## config.mk

```make
export PLATFORM = sky130hd
export DESIGN_NAME = outport_uart_tx_flat
export DESIGN_NICKNAME = d
export VERILOG_FILES = /design/src/rtl/mini_src_pkg.sv /design/src/rtl/outport_uart_tx_if.sv /design/src/rtl/outport_tx_fifo.sv /design/src/rtl/outport_uart_tx.sv /design/src/flat_wrapper.sv
export SDC_FILE = /design/constraint.sdc
export NUM_CORES = 1
export LEC_CHECK = 0
export CAP_MARGIN = 40
export CORE_MARGIN = 2
export CORE_UTILIZATION = 55
export CTS_CLUSTER_SIZE = 14
export DETAILED_ROUTE_END_ITERATION = 8
export GPL_TIMING_DRIVEN = 0
export PLACE_DENSITY = 0.81
export RECOVER_POWER = 25
export REMOVE_ABC_BUFFERS = 1
export SYNTH_ARGS = -nofsm -noshare
export SYNTH_HDL_FRONTEND = slang
export SYNTH_SLANG_ARGS = --single-unit
```

## constraint.sdc

```tcl
create_clock -name CLOCK_50 -period 4.58 [get_ports CLOCK_50]
set_input_delay 0.458 -clock CLOCK_50 [delete_from_list [all_inputs] [get_ports CLOCK_50]]
set_output_delay 0.458 -clock CLOCK_50 [all_outputs]
set_load 0.05 [all_outputs]
```

## src/rtl/mini_src_pkg.sv

```systemverilog
// Shared Mini SRC definitions: UART transmitter FSM states, frame constants
// and the default baud divisor.
package mini_src_pkg;

    localparam int UART_FRAME_DATA_BITS = 8;
    localparam int CLKS_PER_BIT         = 434;

    typedef enum logic [2:0] {
        TX_IDLE,
        TX_START,
        TX_DATA,
        TX_PARITY,
        TX_STOP
    } tx_state_e;

endpackage

```

## src/rtl/outport_uart_tx_if.sv

```systemverilog
// Write-side and status signals of the OUTPORT UART transmitter.
// The master is the CPU/OUTPORT side; the slave is the transmitter.
interface outport_uart_tx_if;
    import mini_src_pkg::*;

    logic                            wr_en;
    logic [UART_FRAME_DATA_BITS-1:0] wr_data;
    logic                            tx;
    logic                            busy;
    logic                            full;
    logic                            overflow;

    modport master (
        output wr_en, wr_data,
        input  tx, busy, full, overflow
    );

    modport slave (
        input  wr_en, wr_data,
        output tx, busy, full, overflow
    );

endinterface

```

## src/rtl/outport_tx_fifo.sv

```systemverilog
// Byte FIFO ahead of the OUTPORT UART transmitter.
// Count register plus read/write pointers; DEPTH must be a power of two.
module outport_tx_fifo
    import mini_src_pkg::*;
#(
    parameter int DEPTH = 4,
    parameter int WIDTH = UART_FRAME_DATA_BITS
) (
    input  logic             clk_i,
    input  logic             rst_i,
    input  logic             push_i,
    input  logic             pop_i,
    input  logic [WIDTH-1:0] data_i,
    output logic [WIDTH-1:0] data_o,
    output logic             full_o,
    output logic             empty_o
);

    localparam int PW = $clog2(DEPTH);
    localparam int CW = $clog2(DEPTH + 1);

    logic [WIDTH-1:0] mem_q [DEPTH];
    logic [PW-1:0]    wr_ptr_q, wr_ptr_d;
    logic [PW-1:0]    rd_ptr_q, rd_ptr_d;
    logic [CW-1:0]    count_q, count_d;
    logic             do_push;
    logic             do_pop;

    assign empty_o = (count_q == '0);
    assign full_o  = (count_q == CW'(DEPTH));
    assign data_o  = mem_q[rd_ptr_q];

    // A push into a full FIFO still lands when the head leaves in the same cycle.
    assign do_pop  = pop_i && !empty_o;
    assign do_push = push_i && (!full_o || do_pop);

    always_comb begin
        wr_ptr_d = wr_ptr_q;
        rd_ptr_d = rd_ptr_q;
        count_d  = count_q;
        if (do_push) begin
            wr_ptr_d = wr_ptr_q + PW'(1);
        end
        if (do_pop) begin
            rd_ptr_d = rd_ptr_q + PW'(1);
        end
        if (do_push && !do_pop) begin
            count_d = count_q + CW'(1);
        end else if (!do_push && do_pop) begin
            count_d = count_q - CW'(1);
        end
    end

    always_ff @(posedge clk_i or posedge rst_i) begin
        if (rst_i) begin
            wr_ptr_q <= '0;
            rd_ptr_q <= '0;
            count_q  <= '0;
        end else begin
            wr_ptr_q <= wr_ptr_d;
            rd_ptr_q <= rd_ptr_d;
            count_q  <= count_d;
        end
    end

    always_ff @(posedge clk_i) begin
        if (do_push) begin
            mem_q[wr_ptr_q] <= data_i;
        end
    end

endmodule

```

## src/rtl/outport_uart_tx.sv

```systemverilog
// OUTPORT UART transmitter: buffers OUTPORT writes and sends them as 8N1 frames.
// Define OUTPORT_TX_PARITY_EN to insert an even-parity bit (8E1 frames).
module outport_uart_tx
    import mini_src_pkg::*;
#(
    parameter int CLKS_PER_BIT = mini_src_pkg::CLKS_PER_BIT,
    parameter int FIFO_DEPTH   = 4
) (
    input logic               CLOCK_50,
    input logic               reset,
    outport_uart_tx_if.slave  bus
);

    localparam int                  BAUD_W    = $clog2(CLKS_PER_BIT);
    localparam int                  BIT_W     = $clog2(UART_FRAME_DATA_BITS);
    localparam logic [BAUD_W-1:0]   BAUD_LAST = BAUD_W'(CLKS_PER_BIT - 1);
    localparam logic [BIT_W-1:0]    BIT_LAST  = BIT_W'(UART_FRAME_DATA_BITS - 1);

    tx_state_e                       state_q, state_d;
    logic [BAUD_W-1:0]               baud_q, baud_d;
    logic [BIT_W-1:0]                bit_q, bit_d;
    logic [UART_FRAME_DATA_BITS-1:0] data_q, data_d;
    logic                            tx_q, tx_d;
    logic                            ovf_q, ovf_d;

    logic                            fifo_pop;
    logic                            fifo_full;
    logic                            fifo_empty;
    logic [UART_FRAME_DATA_BITS-1:0] fifo_data;
    logic                            baud_wrap;

    outport_tx_fifo #(
        .DEPTH (FIFO_DEPTH),
        .WIDTH (UART_FRAME_DATA_BITS)
    ) u_fifo (
        .clk_i   (CLOCK_50),
        .rst_i   (reset),
        .push_i  (bus.wr_en),
        .pop_i   (fifo_pop),
        .data_i  (bus.wr_data),
        .data_o  (fifo_data),
        .full_o  (fifo_full),
        .empty_o (fifo_empty)
    );

    assign baud_wrap = (baud_q == BAUD_LAST);

    always_ff @(posedge CLOCK_50 or posedge reset) begin
        if (reset) begin
            state_q <= TX_IDLE;
            baud_q  <= '0;
            bit_q   <= '0;
            data_q  <= '0;
            tx_q    <= 1'b1;
            ovf_q   <= 1'b0;
        end else begin
            state_q <= state_d;
            baud_q  <= baud_d;
            bit_q   <= bit_d;
            data_q  <= data_d;
            tx_q    <= tx_d;
            ovf_q   <= ovf_d;
        end
    end

    always_comb begin
        state_d = state_q;
        baud_d  = baud_wrap ? '0 : baud_q + BAUD_W'(1);
        bit_d   = bit_q;
        data_d  = data_q;
        case (state_q)
            TX_IDLE: begin
                baud_d = '0;
                bit_d  = '0;
                if (!fifo_empty) begin
                    data_d  = fifo_data;
                    state_d = TX_START;
                end
            end
            TX_START: begin
                if (baud_wrap) begin
                    state_d = TX_DATA;
                end
            end
            TX_DATA: begin
                if (baud_wrap) begin
                    if (bit_q == BIT_LAST) begin
`ifdef OUTPORT_TX_PARITY_EN
                        state_d = TX_PARITY;
`else
                        state_d = TX_STOP;
`endif
                    end else begin
                        bit_d = bit_q + BIT_W'(1);
                    end
                end
            end
`ifdef OUTPORT_TX_PARITY_EN
            TX_PARITY: begin
                if (baud_wrap) begin
                    state_d = TX_STOP;
                end
            end
`endif
            TX_STOP: begin
                if (baud_wrap) begin
                    state_d = TX_IDLE;
                end
            end
            default: begin
                state_d = TX_IDLE;
            end
        endcase
    end

    // tx follows the current state through a flop, so the line lags the FSM by one cycle.
    always_comb begin
        fifo_pop = 1'b0;
        tx_d     = 1'b1;
        case (state_q)
            TX_IDLE:   fifo_pop = !fifo_empty;
            TX_START:  tx_d     = 1'b0;
            TX_DATA:   tx_d     = data_q[bit_q];
`ifdef OUTPORT_TX_PARITY_EN
            TX_PARITY: tx_d     = ^data_q;
`endif
            default:   tx_d     = 1'b1;
        endcase
        ovf_d = ovf_q | (bus.wr_en & fifo_full & ~fifo_pop);
    end

    assign bus.tx       = tx_q;
    assign bus.busy     = !fifo_empty || (state_q != TX_IDLE);
    assign bus.full     = fifo_full;
    assign bus.overflow = ovf_q;

endmodule
```

## src/flat_wrapper.sv

```systemverilog
// flat-port wrapper written by rule: the top's interface ports become plain ports
module outport_uart_tx_flat import mini_src_pkg::*;
#(
    parameter int CLKS_PER_BIT = mini_src_pkg::CLKS_PER_BIT,
    parameter int FIFO_DEPTH   = 4
)
  (CLOCK_50, reset, bus_wr_en, bus_wr_data, bus_tx, bus_busy, bus_full, bus_overflow);
  outport_uart_tx_if bus_i ();
  input logic CLOCK_50;
  input logic reset;
  input wire logic [$bits(bus_i.wr_en)-1:0] bus_wr_en;
  input wire logic [$bits(bus_i.wr_data)-1:0] bus_wr_data;
  output wire logic [$bits(bus_i.tx)-1:0] bus_tx;
  output wire logic [$bits(bus_i.busy)-1:0] bus_busy;
  output wire logic [$bits(bus_i.full)-1:0] bus_full;
  output wire logic [$bits(bus_i.overflow)-1:0] bus_overflow;
  assign bus_i.wr_en = bus_wr_en;
  assign bus_i.wr_data = bus_wr_data;
  assign bus_tx = bus_i.tx;
  assign bus_busy = bus_i.busy;
  assign bus_full = bus_i.full;
  assign bus_overflow = bus_i.overflow;
  outport_uart_tx #(.CLKS_PER_BIT(CLKS_PER_BIT), .FIFO_DEPTH(FIFO_DEPTH)) u_core (.CLOCK_50(CLOCK_50), .reset(reset), .bus(bus_i));
endmodule
```

After elaboration in Yosys (flattened, before gate mapping)
Memory sizes are Yosys's and may differ from the RTL's. A register that Yosys moved wholly into a read port is not among the register bits.
Index checks and enable logic that the tools add are counted.
- $add $sub $neg: 6
- $mul: 0
- div/mod/pow operators: 0
- $lt $le $gt $ge: 1
- eq/ne operators: 12
- shifts and indexed selects: 0
- muxes and demuxes: 19
- bitwise logic cells: 5
- reductions and logical operators: 18
- operators by type and width (operator ; count):
    2-to-1 mux 3 bit ; 9
    2-to-1 mux 9 bit ; 2
    case mux 3 bit (4 select lines) ; 1
    adder 9 x 1 -> 9 bit, second input constant ; 1
    == test 3 bit, second input constant ; 3
    == test 9 bit, second input constant ; 1
    != test 2 x 1 -> 1 bit, second input constant ; 4
    adder 3 x 1 -> 3 bit, second input constant ; 2
    zero test 3 bit ; 2
    case mux 3 bit (2 select lines) ; 1
    AND reduction 5 bit ; 1
    adder 2 x 1 -> 2 bit, second input constant ; 2
    logical AND 1 bit ; 4
    zero test 1 bit ; 4
    less-than comparator 3 x 4 -> 1 bit, second input constant ; 1
    2-to-1 mux 1 bit ; 4
    != test 2 bit, second input constant ; 2
    nonzero test 2 bit ; 2
    binary-select mux 1 bit (select 3 bit) ; 1
    == test 3 x 1 -> 1 bit, second input constant ; 1
    == test 3 x 2 -> 1 bit, second input constant ; 1
    AND reduction 3 bit ; 1
    nonzero test 3 bit ; 1
    subtractor 3 x 1 -> 3 bit, second input constant ; 1
    6 further kinds ; 9
- register bits after elaboration: 24
- bits in latches: 0
- bits in writable memories: 32
- bits in read-only memories: 0
- input bits: 11
- output and inout bits: 4
- logic and storage cells: 70
- memories kept: 1
- memory list (memory ; depth ; bits a word ; read ports ; clocked after Yosys merged registers in ; write ports ; RTL line ; RTL):
    u_core.u_fifo.mem_q ; 4 ; 8 ; 1 ; 1 ; 1 ; outport_tx_fifo.sv:22 ; logic [WIDTH-1:0] mem_q [DEPTH];

Longest topological paths before layout
Gate-level depths: netlist of the first run.
- depth after elaboration: 10
- mapped depth: 12
- depth with buffers taken out: 9

By module
From an unflattened synthesis of the first run, not the netlist that was laid out.
- cells, all modules: 190
- area total of the unflattened synthesis: 2860.2 sq um
- modules (own cells, without submodules) (module ; instances ; cells each ; area each (sq um) ; sequential area each (sq um)):
    outport_tx_fifo ; 1 ; 78 ; 1595.3 ; 1136.1
    outport_uart_tx ; 1 ; 112 ; 1265.0 ; 626.9

Least setup slack after synthesis of the first run
OpenSTA, ideal clock, no wires.
- path type: register to register
- start: reg u_core.u_fifo.count_q[0]
- end: reg u_core.u_fifo.count_q[1]
- setup time: 0.125 ns
- arrival: 2.394 ns
- data required time: 4.455 ns
- path slack: 2.061 ns
- cell stages (with the launch flop): 7
- path buffers: 0
- period minus slack after synthesis: 2.519 ns
- cell sequence: dfrtp_1 -> nor3b_2 -> a21boi_4 -> ha_1 -> inv_1 -> fa_1 -> mux2_2
- elaborated cells between the ends (all ways): 17
- those cells by class: 2 x add/sub; 1 x eq/ne; 3 x mux; 11 x reduce/logical
- RTL lines (what ; RTL line ; RTL):
    start, declared ; outport_tx_fifo.sv:25 ; logic [CW-1:0] count_q, count_d;
    start signal, assigned ; outport_tx_fifo.sv:62 ; count_q <= count_d;
    == test 3 bit ; outport_tx_fifo.sv:30 ; assign full_o = (count_q == CW'(DEPTH));
    named net bus_full ; flat_wrapper.sv:15 ; output wire logic [$bits(bus_i.full)-1:0] bus_full;
    zero test 1 bit ; outport_tx_fifo.sv:35 ; assign do_push = push_i && (!full_o || do_pop);
    logical OR 1 bit ; outport_tx_fifo.sv:35 ;
    logical AND 1 bit ; outport_tx_fifo.sv:35 ;
    named net u_core.u_fifo.do_push ; outport_tx_fifo.sv:26 ; logic do_push;
    logical AND 1 bit ; outport_tx_fifo.sv:47 ; if (do_push && !do_pop) begin
    2-to-1 mux 3 bit ; outport_tx_fifo.sv:47 ;
    named net u_core.u_fifo.count_d[1] ; outport_tx_fifo.sv:25 ;
The timed path passes the listed nets, and every way through them passes these cells. The select of a mux whose other input is x is not followed.
A chain may end at the register's enable or synchronous reset.

Worst setup path in the final report of the first run
- start: reg u_core.state_q[0]
- end: reg u_core.u_fifo.count_q[2]
- cells in the longest elaborated chain, start to end: 8
- elaborated cells between the ends (all ways): 11
- those cells by class: 2 x mux; 9 x reduce/logical
- RTL lines (what ; RTL line ; RTL):
    start, declared ; outport_uart_tx.sv:19 ; tx_state_e state_q, state_d;
    start signal, assigned ; outport_uart_tx.sv:57 ; state_q <= state_d;
    zero test 3 bit * ; outport_uart_tx.sv:120 ; case (state_q)
    2-to-1 mux 1 bit * ; outport_uart_tx.sv:120 ;
    logical AND 1 bit * ; outport_tx_fifo.sv:34 ; assign do_pop = pop_i && !empty_o;
    logical OR 1 bit * ; outport_tx_fifo.sv:35 ;
    logical AND 1 bit * ; outport_tx_fifo.sv:35 ;
    named net u_core.u_fifo.do_push ; outport_tx_fifo.sv:26 ;
    zero test 1 bit ; outport_tx_fifo.sv:49 ; end else if (!do_push && do_pop) begin
    logical AND 1 bit ; outport_tx_fifo.sv:49 ;
    nonzero test 2 bit (no line) ; n/a ;
Mark *: on every way through the listed nets, which the timed path passes. The rest lies on a longest branch.

==> results of run 1 <==
-- worst min path at each step --
| stage | to | slack [ns] | startpoint | depth (start not counted) |
|---|---|---|---|---|
| 6_report | u_core.bus.overflow | 0.49 | u_core.bus.overflow | 1 |
| 5_1_grt | u_core.bus.overflow | 0.51 | u_core.bus.overflow | 1 |
| 4_1_cts | u_core.data_q[7] | 0.49 | reset | 2 |
| 3_5_place_dp | u_core.bus.overflow | 0.47 | u_core.bus.overflow | 1 |
| 3_3_place_gp | u_core.bus.overflow | 0.45 | u_core.bus.overflow | 1 |
| 2_1_floorplan | u_core.data_q[0] | 0.48 | u_core.data_q[0] | 1 |
-- synthesized netlist by cell type, drive strengths merged --
cell | instances | area share
nand3b | 3 | 0.0079
nand3 | 5 | 0.0088
xnor2 | 8 | 0.027
buf | 5 | 0.019
and4bb | 1 | 0.0044
inv | 11 | 0.014
a31o | 1 | 0.0031
mux2 | 9 | 0.045
nor3b | 1 | 0.0044
mux2i | 7 | 0.025
nand4 | 2 | 0.0044
xor2 | 4 | 0.012
a311oi | 1 | 0.0031
a21boi | 1 | 0.0066
nand4b | 1 | 0.0031
nand2 | 10 | 0.014
clkbuf | 1 | 0.0013
and2 | 5 | 0.011
o21ai | 2 | 0.0035
dfstp | 1 | 0.0092
nor4 | 1 | 0.0022
dfrtp | 31 | 0.27
a21oi | 2 | 0.0035
a22oi | 1 | 0.0026
or3 | 2 | 0.0044
nor3 | 4 | 0.0088
and4b | 1 | 0.0035
edfxtp | 32 | 0.34
fa | 1 | 0.0070
mux4 | 8 | 0.063
nor2 | 15 | 0.025
a31oi | 1 | 0.0022
a2111oi | 1 | 0.0031
ha | 9 | 0.039
-- cell type report --
type	count	area [um^2]
Sequential cell	64	1763
Timing Repair Buffer	15	167.7
Inverter	11	41.29
Fill cell	372	1747
Multi-Input combinational cell	107	993.5
Clock buffer	9	123.9
Clock inverter	7	118.9
Tap cell	70	87.58
-- flip-flops by register name, summed over array words and instances, names as in the netlist --
signal,cells
u_core.bus.overflow,1
u_core.u_fifo.count_q,3
u_core.u_fifo.rd_ptr_q,2
u_core.baud_q,9
u_core.u_fifo.wr_ptr_q,2
u_core.bus.tx,1
u_core.bit_q,3
u_core.data_q,8
u_core.state_q,3
u_core.u_fifo.mem_q,32
-- metrics by stage --
step | area, um^2 | hold slack, ns
finish | 3296 | 0.4880
global route | 3296 | 0.5062
CTS | 3296 | 0.4907
detailed placement | 3053 | 0.4741
global placement | 3025 | 0.4511
floorplan | 2798 | 0.4800
-- power groups by stage --
| stage | Sequential [uW] | Clock, uW | Combinational [uW] |
|---|---|---|---|
| 2_1_floorplan | 818 | 0 | 217 |
| 3_3_place_gp | 822 | 0 | 286 |
| 3_5_place_dp | 831 | 0 | 302 |
| 4_1_cts | 820 | 596 | 305 |
| 5_1_grt | 837 | 626 | 328 |
| 6_report | 819 | 586 | 296 |
-- kinds of logic after synthesis --
logic type / after synthesis / share of synthesized area
muxes: 24 / 0.1323
DFF: 64 / 0.6174
AOI/OAI and AO/OA: 10 / 0.02761
adders and majority gates: 10 / 0.04645
buffers and inverters: 17 / 0.03462
xor gates and xnor gates: 12 / 0.03944
and+or+nand+nor: 51 / 0.1021
-- layer usage --
layer | up-vias | wire (um) | track usage
li1 | 718 | - | -
met1 | 751 | 1905 | 0.2038
met2 | 18 | 2388 | 0.3054
met3 | 7 | 153 | 0.05806
met4 | 0 | 72 | 0.08000
met5 | - | 0 | 0
==> metrics.md, run 1 <==
| Metric | Value |
|---|---|
| # Post-CTS Setup Buffers | 0 |
| Gr ovfl total | 0 |
| Inst Count DP | 267 |
| Final setup vio count | 0 |
| I/O Pins | 15 |
| Core area | 5042 um^2 |
| Layout area overhead | 15.43% |
| Vias in the first global route | ~1700 |
| Slew Limit Fails | 0 |
| Int Pwr | roughly 1200 uW |
| Worst clock skew | a little under 0.008 ns |
| Slew margin rel. | 0.5927 |
| Final HPWL DP | 3079 um |
| Peak fanout along the critical path | 9 |
| Setup ws final | 1.991 ns |
| Synth warn | 0 |
| Post-Syn Area per Cell | 15.19 um^2 |
| Layout cell share with drive strength beyond 1 | 0.2019 |
| Switching power | around 470 uW |
| Pwr dens | between 500 and 600 nW/um^2 |
| Comb pwr share | 0.174 |
| Endpoint class of the critical path | flop |
| R2R Path Start | u_core.state_q[0] |
| Max-cap violations | 0 |
| Num Clock Sinks | 64 |
| Clock share of power | 0.345 |
| Worst Setup EP | u_core.u_fifo.count_q[2] |
| Setup WS pre-CTS | between 2 and 2.5 ns |
| Arr. time, crit path | between 2 and 3 ns |
| Endpoints failing hold | 0 |
| All-Layer GR Usage | 0.1778 |
| Die H | 76.05 um |
| Worst Hold Class | flop to flop |
| Final ANT Viol Nets | 0 |
| WP depth | 8 |
| # hold bufs at CTS | 0 |
| Reg2Reg Depth | 8 |
| Leak | roughly 0.0013 uW |
| Per-cell routed wire length | roughly 16 um |
| Final Cycle Share | 0.5654 |
| CP startpoint kind | flop |
| Diodes inserted | 0 |
| Max Fclk | around 0.39 GHz |
| Clock Tree Root | clkbuf_8 |
| DR vias | roughly 1500 |
| VDD IR-drop max | around 300 uV |
| Post-layout min period | 2.589 ns |
| Status | completed |
| RSZ-0062 raised after global routing | no |
| Crit path max-delay family | simple AND/OR/NAND/NOR gates |
| Non-filler cells in the finished layout | about 280 |
| Num CTS Buffers | 9 |
| Slowest stage delay, CP | approximately 0.59 ns |
| Reg power frac | 0.481 |
| Initial drt markers | a little under 80 |
| Yosys reg bits | between 60 and 70 |
| Post-DR vias/cell | approximately 5.3 |
| Most common cell after layout, fill and taps aside | edfxtp_1 |
| CTS tree | yes |
| Clock latency on the worst-skew pair | approximately 0.34 ns |
| Reg2reg setup slack | between 1.5 and 2 ns |
| Most frequent CP cell | xor2_1 |
| Slowest-stage cell, CP | or3_1 |
| Switching Fraction | 0.2764 |
| Worst Path Buf+Inv | 1 |
| CP Launch Point | u_core.state_q[0] |
| Syn Inst Count | approximately 190 |
| Die ar. | 5784 um^2 |
| First-pass GRT wire length | between 7000 and 8000 um |
| Clk pin slew, worst setup/hold paths | about 0.07 ns |
| Core Rows | 26 |
| Most frequent cells in the layout | edfxtp_1 (32), dfrtp_1 (31), nor2_1 (14) |
| CTS max path bufs | 2 |
| Initial antenna violation count | 0 |
| Fin Setup TNS | 0 ns |
| Worst-Margin Slew | roughly 0.61 ns |
| Crit-path cells | or3_1 -> a21boi_4 -> ha_1 -> inv_1 -> fa_1 -> xor2_1 -> nor2_1 -> xor2_1 |
| Htree depth | 3 |
| Final core occ | 0.6536 |
| Critical path type | flop to flop |
| Register area share after synthesis | 0.6174 |
| Initial Util | 0.5663 |
| Worst EP required | between 4 and 5 ns |
| IO buf count | 14 |
| Number of remaining DRC errors | 0 |
| Routed Wire Length | approximately 4500 um |
| Mapped cell area | around 2900 um^2 |
| Largest net degree at the start of global routing | 21 |
| CTS resizes | 0 |
| Drt pass-1 iters | 4 |
| Final total power | 1702 uW |
| Nets | approximately 230 |
| Final GP Congestion | slightly below 0.8 |
| FF-to-FF End | u_core.u_fifo.count_q[2] |
| Post-synth cell types | between 40 and 50 |
| Die width | about 76 um |
Power figures use the tool's default switching activity.
==> run 2: changes to the inputs <==
Settings changed: CORE_UTILIZATION 55 to 53, PLACE_DENSITY 0.81 to 0.82.
Clock period 4.58 ns to 2.1 ns, I/O delays scaled along.
==> run 2 against run 1 <==
  * The flow now finishes with violations (negative setup slack)
  * Setup slack worse by 2.1 ns
  * Sequential power up 120%
  * Via count up 6.7%
==> metrics.md, run 2 (synthesis gave the netlist of run 1 again) <==
| Metric | Value |
|---|---|
| Most frequent CP cell | inv_2 |
| Int Pwr | 2717 uW (+120%) |
| CTS max path bufs | 2 (unchanged) |
| Fin Setup TNS | -0.06039 ns (-0.06039 ns) |
| Clock share of power | 0.338 (-0.007) |
| Initial antenna violation count | 0 (unchanged) |
| First-pass GRT wire length | 8079 um (+4.3%) |
| Comb pwr share | 0.185 (+0.011) |
| Num CTS Buffers | 9 (unchanged) |
| Core area | 5140 um^2 (+1.9%) |
| Routed Wire Length | 4826 um (+6.8%) |
| Vias in the first global route | 1631 (-2.1%) |
| Die width | 77.40 um (+1.8%) |
| Clock latency on the worst-skew pair | 0.35 ns (about the same) |
| Reg power frac | 0.477 (-0.004) |
| Slew Limit Fails | 0 (unchanged) |
| IO buf count | 14 (unchanged) |
| Setup WS pre-CTS | -0.5100 ns (-2.510 ns) |
| Slowest-stage cell, CP | or3_4 |
| Slew margin rel. | 0.5852 (-0.007481) |
| I/O Pins | 15 (unchanged) |
| Switching power | 1065 uW (+130%) |
| Final GP Congestion | 0.7971 (+2.2%) |
| Arr. time, crit path | 2.39 ns (-0.47 ns) |
| Worst EP required | 2.33 ns (-2.52 ns) |
| Reg2Reg Depth | 8 (unchanged) |
| Clk pin slew, worst setup/hold paths | 0.07 ns (about the same) |
| Initial Util | 0.5555 (-0.01075) |
| Final setup vio count | 1 (+1) |
| Biggest register | u_core.u_fifo.mem_q |
| Final total power | 3782 uW (+120%) |
| Clock Tree Root | clkbuf_8 |
| FF-to-FF End | u_core.u_fifo.count_q[1] |
| Worst Hold Class | input port to asynchronous set/reset pin |
| Number of flip-flops in the largest register | 32 (unchanged) |
| Max-cap violations | 0 (unchanged) |
| VDD IR-drop max | 615.5 uV (+110%) |
| Final core occ | 0.6736 (+0.01997) |
| Gr ovfl total | 0 (unchanged) |
| Pwr dens | 1092 nW/um^2 (+110%) |
| Num Clock Sinks | 64 (unchanged) |
| Die ar. | 5990 um^2 (+3.6%) |
| Leak | 0.001380 uW (+7.6%) |
| Initial drt markers | 75 (-3.8%) |
| Switching Fraction | 0.2817 (+0.005307) |
| CP startpoint kind | flop |
| All-Layer GR Usage | 0.1816 (+0.003773) |
| Endpoints failing hold | 0 (unchanged) |
| Most frequent cells in the layout | edfxtp_1 (32), dfrtp_1 (29), buf_4 (15) |
| R2R Path Start | u_core.state_q[2] |
| Htree depth | 3 (unchanged) |
| Final ANT Viol Nets | 0 (unchanged) |
| Worst clock skew | 0.009702 ns (+0.001790 ns) |
| Most common cell after layout, fill and taps aside | edfxtp_1 |
| Peak fanout along the critical path | 4 (-5) |
| Layout cell share with drive strength beyond 1 | 0.2969 (+0.09507) |
| Final HPWL DP | 3060 um (-0.63%) |
| Critical path type | flop to flop |
| Failing checks | negative setup slack |
| Post-DR vias/cell | 5.331 (+0.98%) |
| Post-layout min period | 2.160 ns (-0.4289 ns) |
| Layout area overhead | 21.25% |
| Per-cell routed wire length | 16.14 um (+1.1%) |
| Status | finished with violations |
| Die H | 77.40 um (+1.8%) |
| Crit-path cells | or3_4 -> buf_12 -> nor2_8 -> inv_2 -> ha_4 -> inv_2 -> fa_2 -> mux2_2 |
| Max Fclk | 0.4629 GHz (+20%) |
| Largest net degree at the start of global routing | 22 (+4.8%) |
| RSZ-0062 raised after global routing | yes |
| Slowest stage delay, CP | 0.44 ns (-0.15 ns) |
| Diodes inserted | 0 (unchanged) |
| Final Cycle Share | 1.029 (+0.4634) |
| Worst-Margin Slew | 0.6222 ns (+0.01122 ns) |
| Reg2reg setup slack | -0.06 ns (-2.05 ns) |
| CTS tree | yes |
| Number of remaining DRC errors | 0 (unchanged) |
| Endpoint class of the critical path | flop |
| Top Registers | u_core.u_fifo.mem_q (32), u_core.baud_q (9), u_core.data_q (8) |
| Nets | 245 (+7.0%) |
| Core Rows | 26 (unchanged) |
| DR vias | 1594 (+6.7%) |
| Setup ws final | -0.06039 ns (-2.051 ns) |
| Drt pass-1 iters | 4 (unchanged) |
## run 2: power by group through the flow
stage / Sequential, uW / Clock [uW] / Combinational, uW
final: 1800 / 1280 / 698
after global routing: 1840 / 1350 / 771
after CTS: 1790 / 1290 / 679
after detailed placement: 1810 / 0 / 663
after global placement: 1790 / 0 / 633
after floorplan: 1780 / 0 / 472
## run 2: metrics by stage
step	cell area, um^2	hold slack, ns	std cells
global placement	3025	0.4502	266
global route	3462	0.2452	299
detailed placement	3053	0.4924	267
floorplan	2798	0.3089	182
CTS	3385	0.2007	291
finish	3462	0.2125	299
## run 2: repair_timing
item	4_1_cts	5_1_grt
setup endpoints to repair	36	9
resized for setup	8	6
hold buffers	0	0
pin swaps	3	6
buffers inserted	8	8
## run 2: how the worst max path moves through the flow
stage / slack [ns] / start / end / depth (start not counted)
floorplan: -0.42 / u_core.u_fifo.count_q[0] / u_core.u_fifo.count_q[1] / 6
CTS: -0.10 / u_core.state_q[0] / u_core.u_fifo.count_q[2] / 8
detailed placement: -0.51 / u_core.state_q[0] / u_core.u_fifo.count_q[2] / 8
global route: -0.10 / u_core.state_q[2] / u_core.u_fifo.count_q[1] / 8
global placement: -0.44 / u_core.state_q[0] / u_core.u_fifo.count_q[2] / 8
finish: -0.06 / u_core.state_q[2] / u_core.u_fifo.count_q[1] / 8
## run 2: final cells by class
class / count / area, um^2
tap: 70 / 87.58
fill: 368 / 1678
inverter: 11 / 41.29
timing repair buffer: 31 / 297.8
multi-input combinational: 107 / 1027
clock inverter: 7 / 118.9
sequential: 64 / 1765
clock buffer: 9 / 123.9
## run 2: routing by layer
metal	up-vias	GRT usage	part of all wire	wire length [um]
li1	756	-	-	-
met1	796	0.2241	0.42	2043
met2	32	0.2913	0.52	2498
met3	10	0.06628	0.044	214
met4	0	0.07500	0.014	69
met5	-	0	0	0
## run 2: critical path: cells and delay by family, from the launching register on
family | cells | cell delay, ns
adders and majority gates | 2 | 0.58
buffers and inverters | 3 | 0.25
DFF | 1 | 0.43
muxes | 1 | 0.27
and+or+nand+nor | 2 | 0.52
